==> src/rtl/vend_pkg.sv <==
// Shared types for the vending dispense arbiter: product codes, one-hot motor
// selects, FSM state encoding and the code-to-select helper.
package vend_pkg;

   typedef enum logic [1:0] {
      PROD_COKE    = 2'd0,
      PROD_PEPSI   = 2'd1,
      PROD_SPRITE  = 2'd2,
      PROD_INVALID = 2'd3
   } prod_e;

   localparam logic [3:0] DISP_NONE   = 4'b0000;
   localparam logic [3:0] DISP_COKE   = 4'b0001;
   localparam logic [3:0] DISP_PEPSI  = 4'b0010;
   localparam logic [3:0] DISP_SPRITE = 4'b0100;

   typedef enum logic [1:0] {
      ST_IDLE = 2'd0,
      ST_RUN  = 2'd1,
      ST_COOL = 2'd2
   } state_e;

   function automatic logic [3:0] prod_to_onehot(input logic [1:0] code);
      case (code)
         PROD_COKE:   return DISP_COKE;
         PROD_PEPSI:  return DISP_PEPSI;
         PROD_SPRITE: return DISP_SPRITE;
         default:     return DISP_NONE;
      endcase
   endfunction

endpackage

==> src/rtl/vend_rr_arbiter.sv <==
// Combinational round-robin pick: first asserted request at or after ptr,
// wrapping around the NUM_REQ panels.
module vend_rr_arbiter #(
   parameter int NUM_REQ = 2,
   localparam int IDX_W = $clog2(NUM_REQ)
) (
   input  logic [NUM_REQ-1:0] req,
   input  logic [IDX_W-1:0]   ptr,
   output logic [IDX_W-1:0]   grant_idx,
   output logic               any
);

   logic found;

   always_comb begin
      grant_idx = '0;
      found     = 1'b0;
      for (int k = 0; k < NUM_REQ; k++) begin
         if (!found && req[(int'(ptr) + k) % NUM_REQ]) begin
            grant_idx = IDX_W'((int'(ptr) + k) % NUM_REQ);
            found     = 1'b1;
         end
      end
   end

   assign any = |req;

endmodule

==> src/rtl/vend_dispense_arbiter.sv <==
// Shares one dispense motor among NUM_REQ panels: round-robin grant, timed motor
// pulse, per-product stock. Stock tracking is built only with VEND_STOCK_EN.
module vend_dispense_arbiter
   import vend_pkg::*;
#(
   parameter int NUM_REQ      = 2,
   parameter int MOTOR_CYCLES = 8,
   parameter int STOCK_W      = 4,
   parameter int STOCK_INIT   = 15,
   parameter int STOCK_MAX    = 15
) (
   input  logic                   clk,
   input  logic                   reset,
   input  logic [NUM_REQ-1:0]     req_valid,
   input  logic [2*NUM_REQ-1:0]   req_prod,
   output logic [NUM_REQ-1:0]     req_ack,
   output logic [NUM_REQ-1:0]     req_fail,
   output logic                   motor_en,
   output logic [3:0]             motor_sel,
   output logic                   busy,
   input  logic                   restock,
   input  logic [1:0]             restock_prod,
   output logic [2:0]             sold_out
);

   localparam int IDX_W = $clog2(NUM_REQ);
   localparam int CNT_W = (MOTOR_CYCLES > 1) ? $clog2(MOTOR_CYCLES) : 1;

   state_e             state, state_next;
   logic [IDX_W-1:0]   rr_ptr, rr_ptr_next;
   logic [CNT_W-1:0]   cnt, cnt_next;
   logic [NUM_REQ-1:0] ack_next, fail_next;
   logic               motor_en_next, busy_next;
   logic [3:0]         sel_next;
   logic [IDX_W-1:0]   grant_idx;
   logic               any_req;
   logic [1:0]         win_code;
   logic               have_stock;
   logic               grant;

   vend_rr_arbiter #(.NUM_REQ(NUM_REQ)) u_rr (
      .req       (req_valid),
      .ptr       (rr_ptr),
      .grant_idx (grant_idx),
      .any       (any_req)
   );

   assign win_code = req_prod[int'(grant_idx)*2 +: 2];
   assign grant    = (state == ST_IDLE) && any_req && have_stock;

`ifdef VEND_STOCK_EN
   logic [STOCK_W-1:0] stock      [3];
   logic [STOCK_W-1:0] stock_next [3];

   always_comb begin
      have_stock = 1'b0;
      for (int p = 0; p < 3; p++) begin
         if (win_code == 2'(p) && stock[p] != '0) have_stock = 1'b1;
      end
   end

   // A restock landing on the same edge as a grant of that product wins, minus the vend.
   always_comb begin
      for (int p = 0; p < 3; p++) begin
         stock_next[p] = stock[p];
         if (restock && restock_prod == 2'(p)) stock_next[p] = STOCK_W'(STOCK_MAX);
         if (grant && win_code == 2'(p)) begin
            if (restock && restock_prod == 2'(p)) stock_next[p] = STOCK_W'(STOCK_MAX - 1);
            else                                  stock_next[p] = stock[p] - 1'b1;
         end
      end
   end

   always_ff @(posedge clk or posedge reset) begin
      if (reset) begin
         for (int p = 0; p < 3; p++) stock[p] <= STOCK_W'(STOCK_INIT);
      end else begin
         for (int p = 0; p < 3; p++) stock[p] <= stock_next[p];
      end
   end

   always_comb begin
      for (int p = 0; p < 3; p++) sold_out[p] = (stock[p] == '0);
   end
`else
   logic unused_restock;

   assign unused_restock = ^{restock, restock_prod};
   assign have_stock     = (win_code != PROD_INVALID);
   assign sold_out       = 3'b000;
`endif

   always_comb begin
      state_next    = state;
      rr_ptr_next   = rr_ptr;
      cnt_next      = cnt;
      ack_next      = '0;
      fail_next     = '0;
      motor_en_next = motor_en;
      sel_next      = motor_sel;
      busy_next     = busy;
      case (state)
         ST_IDLE: begin
            if (any_req) begin
               rr_ptr_next = (grant_idx == IDX_W'(NUM_REQ - 1)) ? '0 : grant_idx + 1'b1;
               if (have_stock) begin
                  ack_next[grant_idx] = 1'b1;
                  motor_en_next       = 1'b1;
                  sel_next            = prod_to_onehot(win_code);
                  busy_next           = 1'b1;
                  cnt_next            = CNT_W'(MOTOR_CYCLES - 1);
                  state_next          = ST_RUN;
               end else begin
                  fail_next[grant_idx] = 1'b1;
               end
            end
         end
         ST_RUN: begin
            if (cnt == '0) begin
               motor_en_next = 1'b0;
               sel_next      = DISP_NONE;
               state_next    = ST_COOL;
            end else begin
               cnt_next = cnt - 1'b1;
            end
         end
         ST_COOL: begin
            busy_next  = 1'b0;
            state_next = ST_IDLE;
         end
         default: state_next = ST_IDLE;
      endcase
   end

   always_ff @(posedge clk or posedge reset) begin
      if (reset) begin
         state     <= ST_IDLE;
         rr_ptr    <= '0;
         cnt       <= '0;
         req_ack   <= '0;
         req_fail  <= '0;
         motor_en  <= 1'b0;
         motor_sel <= DISP_NONE;
         busy      <= 1'b0;
      end else begin
         state     <= state_next;
         rr_ptr    <= rr_ptr_next;
         cnt       <= cnt_next;
         req_ack   <= ack_next;
         req_fail  <= fail_next;
         motor_en  <= motor_en_next;
         motor_sel <= sel_next;
         busy      <= busy_next;
      end
   end

endmodule

==> config.mk <==
export PLATFORM = sky130hd
export DESIGN_NAME = vend_dispense_arbiter
export DESIGN_NICKNAME = d
export VERILOG_FILES = /design/src/rtl/vend_pkg.sv /design/src/rtl/vend_rr_arbiter.sv /design/src/rtl/vend_dispense_arbiter.sv
export SDC_FILE = /design/constraint.sdc
export NUM_CORES = 1
export LEC_CHECK = 0
export CORE_MARGIN = 5
export CORE_UTILIZATION = 24
export CTS_BUF_LIST = sky130_fd_sc_hd__clkbuf_8 sky130_fd_sc_hd__clkbuf_16
export DETAILED_ROUTE_END_ITERATION = 10
export DONT_BUFFER_PORTS = 1
export GPL_ROUTABILITY_DRIVEN = 0
export PLACE_DENSITY = 0.45
export SLEW_MARGIN = 40
export SYNTH_ARGS = -nofsm -noshare
export SYNTH_HDL_FRONTEND = slang
export SYNTH_SLANG_ARGS = --single-unit
==> constraint.sdc <==
create_clock -name clk -period 2.1 [get_ports clk]
set_input_delay 0.315 -clock clk [delete_from_list [all_inputs] [get_ports clk]]
set_output_delay 0.315 -clock clk [all_outputs]
set_load 0.01 [all_outputs]
==> impl_metrics.py, run 1 <==
metrics = {
    "outcome": {
        "status": "completed",
    },
    "cells_and_area": {
        "layout_common_cells": "15 x dfrtp_1, 10 x nand2_1, 8 x nor2_1",
        "fin_cells": 108,
        "drive_gt1_frac": 0.130,
        "utilization": 0.281,
        "area_growth_pct": 10.3,
        "final_common_cell": "dfrtp_1",
        "nNetsFinal": 91,
        "diodes": 0,
    },
    "routing": {
        "drc": 0,
        "drt_pass1_iterations": 4,
        "num_vias": 492,
        "drt_wl_total_um": 1370,
        "routed_via_density": 4.56,
        "drt-wirelength-per-cell_um": 12.7,
        "drtIter0Drc": 24,
        "drtAntennaViolNets": 0,
    },
    "die": {
        "dieWidth_um": 64.6,
        "rows": 19,
        "fp.dieH_um": 64.6,
        "core_region_area_um2": 2810,
        "start_util": 0.255,
        "die_area_um2": 4170,
        "ioPinCount": 24,
    },
    "sta": {
        "rsz0062_at_grt": "no",
        "setup_violations": 0,
        "period_needed_ps": 1460,
        "min_period_over_period": 0.696,
        "tns_ps": 0,
        "tightest_slew_ps": 592,
        "final_max_slew_viol_count": 0,
        "hold_ws_ps": 16.6,
        "fin_worst_skew_ps": 3.63,
        "max_freq_mhz": 684,
        "hold_viol": 0,
        "relSlewSlack": 0.605,
    },
    "global_routing": {
        "track_usage": 0.0779,
        "grt_start_max_net_pins": 16,
        "grt_pass1_wl_um": 2400,
        "grt_pass1_vias": 527,
        "grt_overflow": 0,
        "antenna_found_initial": 0,
    },
    "clocking": {
        "post_cts_buffers": 0,
        "hold_buffers": 0,
        "cts_tree": "built",
        "cts_buffer_depth": 2,
        "cts-root-buf": "clkbuf_8",
        "postCtsResizedCells": 0,
        "path_clk_slew_ps": 60,
        "clk-insertion-delay-late_ps": 250,
        "cts.htree.levels": 1,
        "cts.sinks": 15,
        "numCtsBuffers": 3,
    },
    "power_and_ir_drop": {
        "leakage_uw": 0.000381,
        "p_int_uw": 678,
        "power.switching_uw": 369,
        "comb_power_share": 0.310,
        "p_per_area_nw_per_um2": 1330,
        "clkPwrFrac": 0.224,
        "power_uw": 1050,
        "ir_worst_vdd_mv": 0.388,
        "seqPwrFrac": 0.465,
        "swShare": 0.352,
    },
    "logic_synthesis": {
        "ys_seq_area_frac": 0.524,
        "synthFlopType": "dfrtp_1",
        "synth_top_area_share": 0.524,
        "ys_top_cells_by_area": "dfrtp_1 52%, nand2_1 5.2%, buf_4 4.2%, nor2_1 4.2%, inv_1 3.7%",
        "synthArstFlopShare": 1.00,
        "syn_inst": 73,
        "synth_area_leader_cell": "dfrtp_1",
        "syn_area_um2": 716,
        "synth.avg_cell_area_um2": 9.80,
        "synth_cell_types": 22,
        "yosysWarningCount": 0,
        "ys_ff_latch": 15,
        "synth_edf_count": 0,
    },
    "place": {
        "dp.cells": 104,
        "dp_hpwl_um": 1090,
        "port_buffers": 0,
    },
    "critical_path": {
        "crit_buf_inv": 3,
        "crit_chain": "inv_1 > ha_1 > ha_1 > nor3b_1 > buf_4 > inv_1 > nor2_1 > a21oi_1",
        "required_ps": 2220,
        "critPathArrivalTime_ps": 1580,
        "path_class": "reg -> reg",
        "path_delay_family": "adder cells",
        "end_kind": "flip-flop",
        "slowest_delay_ps": 340,
        "cpMaxStageDelayCell": "dfrtp_1",
        "crit_path_start_kind": "flip-flop",
        "critPathMaxFanout": 6,
    },
    "run": {
        "maxCapViolations": 0,
    },
    "worst_hold_path": {
        "hold_path.class": "in -> async",
    },
}
==> Yosys cell counts, drive strengths merged, types with 2 or more instances <==
cell,count
inv,8
and2,2
nand2,10
o21a,2
a21oi,4
ha,2
dfrtp,15
o21ai,3
a22oi,2
nand3,4
nor2,8
buf,4
==> flip-flops by register name, summed over array words and instances, names as in the netlist <==
name       cells
req_fail       2
motor_en       1
busy           1
rr_ptr         1
req_ack        2
state          2
cnt            3
motor_sel      3
==> logic make-up after synthesis <==
kind of cell             Yosys count  share of synthesized area
adder cells (fa/ha/maj)            2                     0.0350
AO/OA/AOI/OAI                     13                      0.136
AND/OR/NAND/NOR                   30                      0.215
flip-flops                        15                      0.524
buffers and inverters             12                     0.0839
other                              1                    0.00524
==> through the flow <==
step / setup WS, ps / area (um^2)
after floorplan: 568 / 727
after global placement: 658 / 743
after detailed placement: 639 / 743
after CTS: 621 / 790
after global routing: 500 / 790
final: 638 / 790
==> metal layers <==
| metal | wire length (um) | share of wire | vias to the layer above | track usage |
|---|---|---|---|---|
| li1 | - | - | 242 | - |
| met1 | 542 | 0.40 | 237 | 0.0772 |
| met2 | 677 | 0.49 | 11 | 0.128 |
| met3 | 122 | 0.089 | 2 | 0.0328 |
| met4 | 29 | 0.021 | 0 | 0.0633 |
| met5 | 0 | 0 | - | 0 |
==> area by class of cell <==
type | count | area (um^2)
Clock buffer | 3 | 41.3
Clock inverter | 1 | 5.00
Fill cell | 304 | 2020
Inverter | 8 | 30.0
Multi-Input combinational cell | 49 | 292
Sequential cell | 15 | 375
Tap cell | 31 | 38.8
Timing Repair Buffer | 1 | 7.51
==> power by group through the flow <==
stage | Clock [uW] | Combinational [uW] | Sequential [uW]
global placement | 0 | 327 | 496
finish | 235 | 325 | 487
detailed placement | 0 | 332 | 498
CTS | 245 | 334 | 491
floorplan | 0 | 269 | 478
global route | 255 | 386 | 502
==> worst paths after layout <==
| check | startpoint | to | slack [ps] | cells after the start |
|---|---|---|---|---|
| setup / recovery | cnt[0] | cnt[0] | 640 | 8 |
| setup reg to reg | cnt[0] | cnt[0] | 640 | 8 |
| min in group clk | req_prod[2] | req_ack[1] | 150 | 1 |
| max in group asynchronous | reset | req_ack[1] | 1700 | 1 |
| hold / removal | reset | cnt[2] | 20 | 1 |
| hold reg to reg | rr_ptr | rr_ptr | 510 | 1 |
No activity file was read; power rests on OpenSTA's default activity.
==> run 2, diff against run 1 <==
clock period = 1.4 ns   (was 2.1 ns; I/O delays follow)
==> run 2 against run 1 <==
Compared with the run above:
- power is 73% higher
- first-iteration DRC count is 21% lower
- final area increased by 13%
- via count increased by 1.2%
- setup slack worse by 590 ps
- clock skew shrank 2.7 ps
- worst hold slack improved by 29 ps
- clock power up 43%
- cell count is 4.6% higher
- largest cell class unchanged
==> impl_metrics.py, run 2 (synthesis results as in run 1) <==
metrics = {
    "outcome": {
        "status": "completed",
    },
    "cells_and_area": {
        "multi_input_area_um2": 343,
        "fin_cells": 113,
        "utilization": 0.319,
        "ff_latch_area_um2": 375,
        "diodes": 0,
        "layout_common_cells": "15 x dfrtp_1, 10 x nand2_1, 8 x inv_1",
        "final_common_cell": "dfrtp_1",
        "nNetsFinal": 96,
        "reg_top3": "cnt x3, motor_sel x3",
        "nFillCells": 291,
        "drive_gt1_frac": 0.256,
        "area_growth_pct": 25.2,
    },
    "die": {
        "rows": 19,
        "dieWidth_um": 64.6,
        "ioPinCount": 24,
        "start_util": 0.255,
        "die_area_um2": 4170,
        "core_region_area_um2": 2810,
        "fp.dieH_um": 64.6,
    },
    "power_and_ir_drop": {
        "power.switching_uw": 628,
        "seqPwrFrac": 0.414,
        "comb_power_share": 0.400,
        "ir_worst_vdd_mv": 0.592,
        "leakage_uw": 0.000416,
        "swShare": 0.348,
        "clkPwrFrac": 0.186,
        "p_per_area_nw_per_um2": 2020,
        "p_int_uw": 1180,
    },
    "routing": {
        "drtIter0Drc": 19,
        "drc": 0,
        "num_vias": 498,
        "drt-wirelength-per-cell_um": 12.9,
        "drt_pass1_iterations": 4,
        "drt_wl_total_um": 1460,
        "drtAntennaViolNets": 0,
        "routed_via_density": 4.41,
    },
    "sta": {
        "rsz0062_at_grt": "yes",
        "max_freq_mhz": 738,
        "setup_slack_ps": 44.8,
        "relSlewSlack": 0.612,
        "tns_ps": 0,
        "hold_ws_ps": 45.8,
        "fin_worst_skew_ps": 0.975,
        "period_needed_ps": 1360,
        "tightest_slew_ps": 581,
        "final_max_slew_viol_count": 0,
        "setup_violations": 0,
        "min_period_over_period": 0.968,
        "hold_viol": 0,
    },
    "clocking": {
        "cts.htree.levels": 1,
        "cts_tree": "built",
        "cts_buffer_depth": 2,
        "cts-root-buf": "clkbuf_8",
        "cts.sinks": 15,
        "clk-insertion-delay-late_ps": 240,
        "path_clk_slew_ps": 60,
        "numCtsBuffers": 3,
        "post_cts_buffers": 0,
    },
    "global_routing": {
        "grt_pass1_vias": 488,
        "track_usage": 0.0754,
        "grt_pass1_wl_um": 2280,
        "grt_overflow": 0,
        "antenna_found_initial": 0,
        "grt_start_max_net_pins": 16,
    },
    "critical_path": {
        "critPathArrivalTime_ps": 1520,
        "crit_chain": "inv_1 > ha_2 > ha_4 > nor3b_4 > buf_6 > nor2_2 > a22oi_2",
        "required_ps": 1570,
        "crit_path_start_kind": "flip-flop",
        "end_kind": "flip-flop",
        "cpMaxStageDelayCell": "dfrtp_1",
        "path_class": "reg -> reg",
        "slowest_delay_ps": 360,
        "crit_buf_inv": 2,
        "critPathMaxFanout": 5,
        "path_delay_family": "flip-flops",
    },
    "worst_hold_path": {
        "hold_path.class": "in -> reg",
    },
    "run": {
        "maxCapViolations": 0,
    },
    "place": {
        "place_ws_ps": -24.8,
        "dp_hpwl_um": 1140,
        "dp.cells": 108,
        "port_buffers": 0,
    },
}
run 2: power groups by stage:
stage	logic, uW	registers [uW]	clock network (uW)
4_1_cts	603	742	356
2_1_floorplan	411	717	0
3_3_place_gp	574	747	0
5_1_grt	826	769	376
6_report	723	748	336
3_5_place_dp	586	751	0
run 2: what timing repair did:
item | CTS | global route
pin swaps | 2 | 6
hold buffers | 1 | 0
endpoints found under the hold margin | 15 | 0
endpoints found under the setup margin | 3 | 4
gates resized for setup | 3 | 8
run 2: through the flow:
step	power, uW	area, um^2
after CTS	1700	856
final	1810	896
after detailed placement	1340	791
after floorplan	1130	732
after global routing	1970	896
after global placement	1320	791
run 2: per-layer routing:
metal  global-route usage  vias up  part of all wire
met3               0.0311        4             0.065
met4               0.0554        0             0.027
li1                     -      249                 -
met5                    0        -                 0
met2                0.104       13              0.46
met1               0.0934      232              0.44
run 2: path summary, 6_finish.rpt:
check | start | endpoint | slack (ps) | depth (start not counted)
worst min-delay path | req_prod[2] | req_ack[1] | 50 | 1
min in group asynchronous | reset | req_ack[0] | 470 | 2
worst max-delay path | cnt[1] | cnt[1] | 40 | 7
worst max register to register | cnt[1] | cnt[1] | 40 | 7
max in group asynchronous | reset | motor_en | 550 | 2
worst min register to register | rr_ptr | rr_ptr | 510 | 1
run 2: area by class of cell:
| class | instances | area share |
|---|---|---|
| Sequential cell | 15 | 0.419 |
| Multi-Input combinational cell | 49 | 0.383 |
| Timing Repair Buffer | 6 | 0.0712 |
| Clock buffer | 3 | 0.0461 |
| Tap cell | 31 | 0.0433 |
| Inverter | 8 | 0.0335 |
| Clock inverter | 1 | 0.00419 |
==> run 3, diff against run 2 <==
==> constraint.sdc (replaced) <==
create_clock -name clk -period 1.4 [get_ports clk]
set_input_delay 0.28 -clock clk [delete_from_list [all_inputs] [get_ports clk]]
set_output_delay 0.28 -clock clk [all_outputs]
set_load 0.01 [all_outputs]
==> run 3 against run 2 <==
Compared with the run above:
- the run now ends with negative hold slack left
- combinational power about the same
- clock skew did not move
- final area shrank 1.1%
- largest cell class unchanged
- die area stayed put
- clock-buffer cell count is the same
- core utilization is 0.36 points lower
- sequential share of layout area rose by 0.47 points
- largest power group unchanged
- first-iteration DRC count is 5.3% higher
- critical path depth is the same
- sequential cell count did not move
- sequential power barely moved
==> impl_metrics.py, run 3 (synthesis results as in run 1) <==
metrics = {
    "cells_and_area": {
        "area_growth_pct": 23.8,
        "nNetsFinal": 95,
        "diodes": 0,
        "layout_common_cells": "15 x dfrtp_1, 10 x nand2_1, 8 x inv_1",
        "fin_cells": 112,
        "nFillCells": 292,
        "drive_gt1_frac": 0.259,
        "utilization": 0.316,
        "reg_top3": "cnt x3, motor_sel x3",
        "final_common_cell": "dfrtp_1",
    },
    "critical_path": {
        "required_ps": 1570,
        "cpMaxStageDelayCell": "dfrtp_1",
        "path_class": "reg -> reg",
        "end_kind": "flip-flop",
        "critPathMaxFanout": 5,
        "r2r_cells": 7,
        "slowest_delay_ps": 360,
        "r2r_slack_ps": 40,
        "critPathArrivalTime_ps": 1520,
        "crit_buf_inv": 2,
        "path_delay_family": "flip-flops",
        "timing.rr.start": "cnt[1]",
        "reg2reg_to": "cnt[1]",
        "crit_path_start_kind": "flip-flop",
        "crit_chain": "inv_1 > ha_2 > ha_4 > nor3b_4 > buf_6 > nor2_2 > a22oi_2",
    },
    "sta": {
        "tightest_slew_ps": 580,
        "tns_ps": 0,
        "min_period_over_period": 0.968,
        "fin_worst_skew_ps": 0.975,
        "hold_viol": 15,
        "max_freq_mhz": 738,
        "rsz0062_at_grt": "yes",
        "final_max_slew_viol_count": 0,
        "setup_slack_ps": 44.8,
        "relSlewSlack": 0.613,
        "period_needed_ps": 1360,
        "hold_ws_ps": -18.5,
        "setup_violations": 0,
    },
    "outcome": {
        "status": "finished, violations left",
        "violations": "negative hold slack",
    },
    "global_routing": {
        "grt_pass1_wl_um": 2280,
        "grt_overflow": 0,
        "track_usage": 0.0754,
        "grt_pass1_vias": 488,
        "grt_start_max_net_pins": 16,
        "antenna_found_initial": 0,
    },
    "clocking": {
        "cts_buffer_depth": 2,
        "cts.sinks": 15,
        "post_cts_buffers": 0,
        "clk-insertion-delay-late_ps": 240,
        "cts.htree.levels": 1,
        "cts_tree": "built",
        "path_clk_slew_ps": 60,
        "cts-root-buf": "clkbuf_8",
        "numCtsBuffers": 3,
    },
    "die": {
        "rows": 19,
        "ioPinCount": 24,
        "start_util": 0.255,
        "core_region_area_um2": 2810,
        "dieWidth_um": 64.6,
        "fp.dieH_um": 64.6,
        "die_area_um2": 4170,
    },
    "routing": {
        "drtIter0Drc": 20,
        "drtAntennaViolNets": 0,
        "drt-wirelength-per-cell_um": 13.0,
        "drt_pass1_iterations": 4,
        "drt_wl_total_um": 1460,
        "num_vias": 496,
        "drc": 0,
        "routed_via_density": 4.43,
    },
    "place": {
        "place_ws_ps": -24.8,
        "dp_hpwl_um": 1140,
        "port_buffers": 0,
        "dp.cells": 108,
    },
    "power_and_ir_drop": {
        "power_uw": 1800,
        "p_per_area_nw_per_um2": 2040,
        "ir_worst_vdd_mv": 0.592,
        "leakage_uw": 0.000412,
    },
    "worst_hold_path": {
        "hold_path.class": "in -> async",
    },
    "run": {
        "maxCapViolations": 0,
    },
}
## run 3: cell count changes in the layout (fill, tap and decap cells not counted), sizes merged
cell / before / now
dlygate4sd3: 1 / 0
## run 3: through the flow
step,hold slack [ps],cell area [um^2]
2_1_floorplan,181,732
3_3_place_gp,270,791
3_5_place_dp,280,791
4_1_cts,12.1,846
5_1_grt,45.5,886
6_report,-18.5,886
## run 3: where the power goes
part           leakage, uW  total (uW)  switching [uW]  internal [uW]
Clock            0.0000269         336             142            194
Combinational     0.000206         721             332            390
Sequential        0.000179         748             154            594
## run 3: how the worst max path moves through the flow
stage / endpoint / depth (start not counted) / start
after floorplan: cnt[0] / 7 / cnt[0]
after global placement: motor_sel[2] / 6 / cnt[0]
after detailed placement: motor_sel[2] / 6 / cnt[0]
after CTS: motor_sel[2] / 6 / cnt[0]
after global routing: cnt[2] / 7 / cnt[1]
final: cnt[1] / 7 / cnt[1]
## run 3: final cells by class
type | count | area [um^2] | area share
Multi-Input combinational cell | 49 | 343 | 0.387
Clock inverter | 1 | 3.75 | 0.00424
Inverter | 8 | 30.0 | 0.0339
Timing Repair Buffer | 5 | 53.8 | 0.0607
Clock buffer | 3 | 41.3 | 0.0466
Sequential cell | 15 | 375 | 0.424
Tap cell | 31 | 38.8 | 0.0438
## run 3: timing repair
action	CTS	global route
resized for setup	3	8
setup endpoints to repair	3	4
pin swaps	2	6
hold buffers	0	0
## run 3: metal layers
layer  vias to the layer above  global-route usage  wire, um
met5                         -                   0         0
met4                         0              0.0554        40
met3                         4              0.0328       104
met2                        13               0.104       677
met1                       232              0.0924       635
li1                        247                   -         -
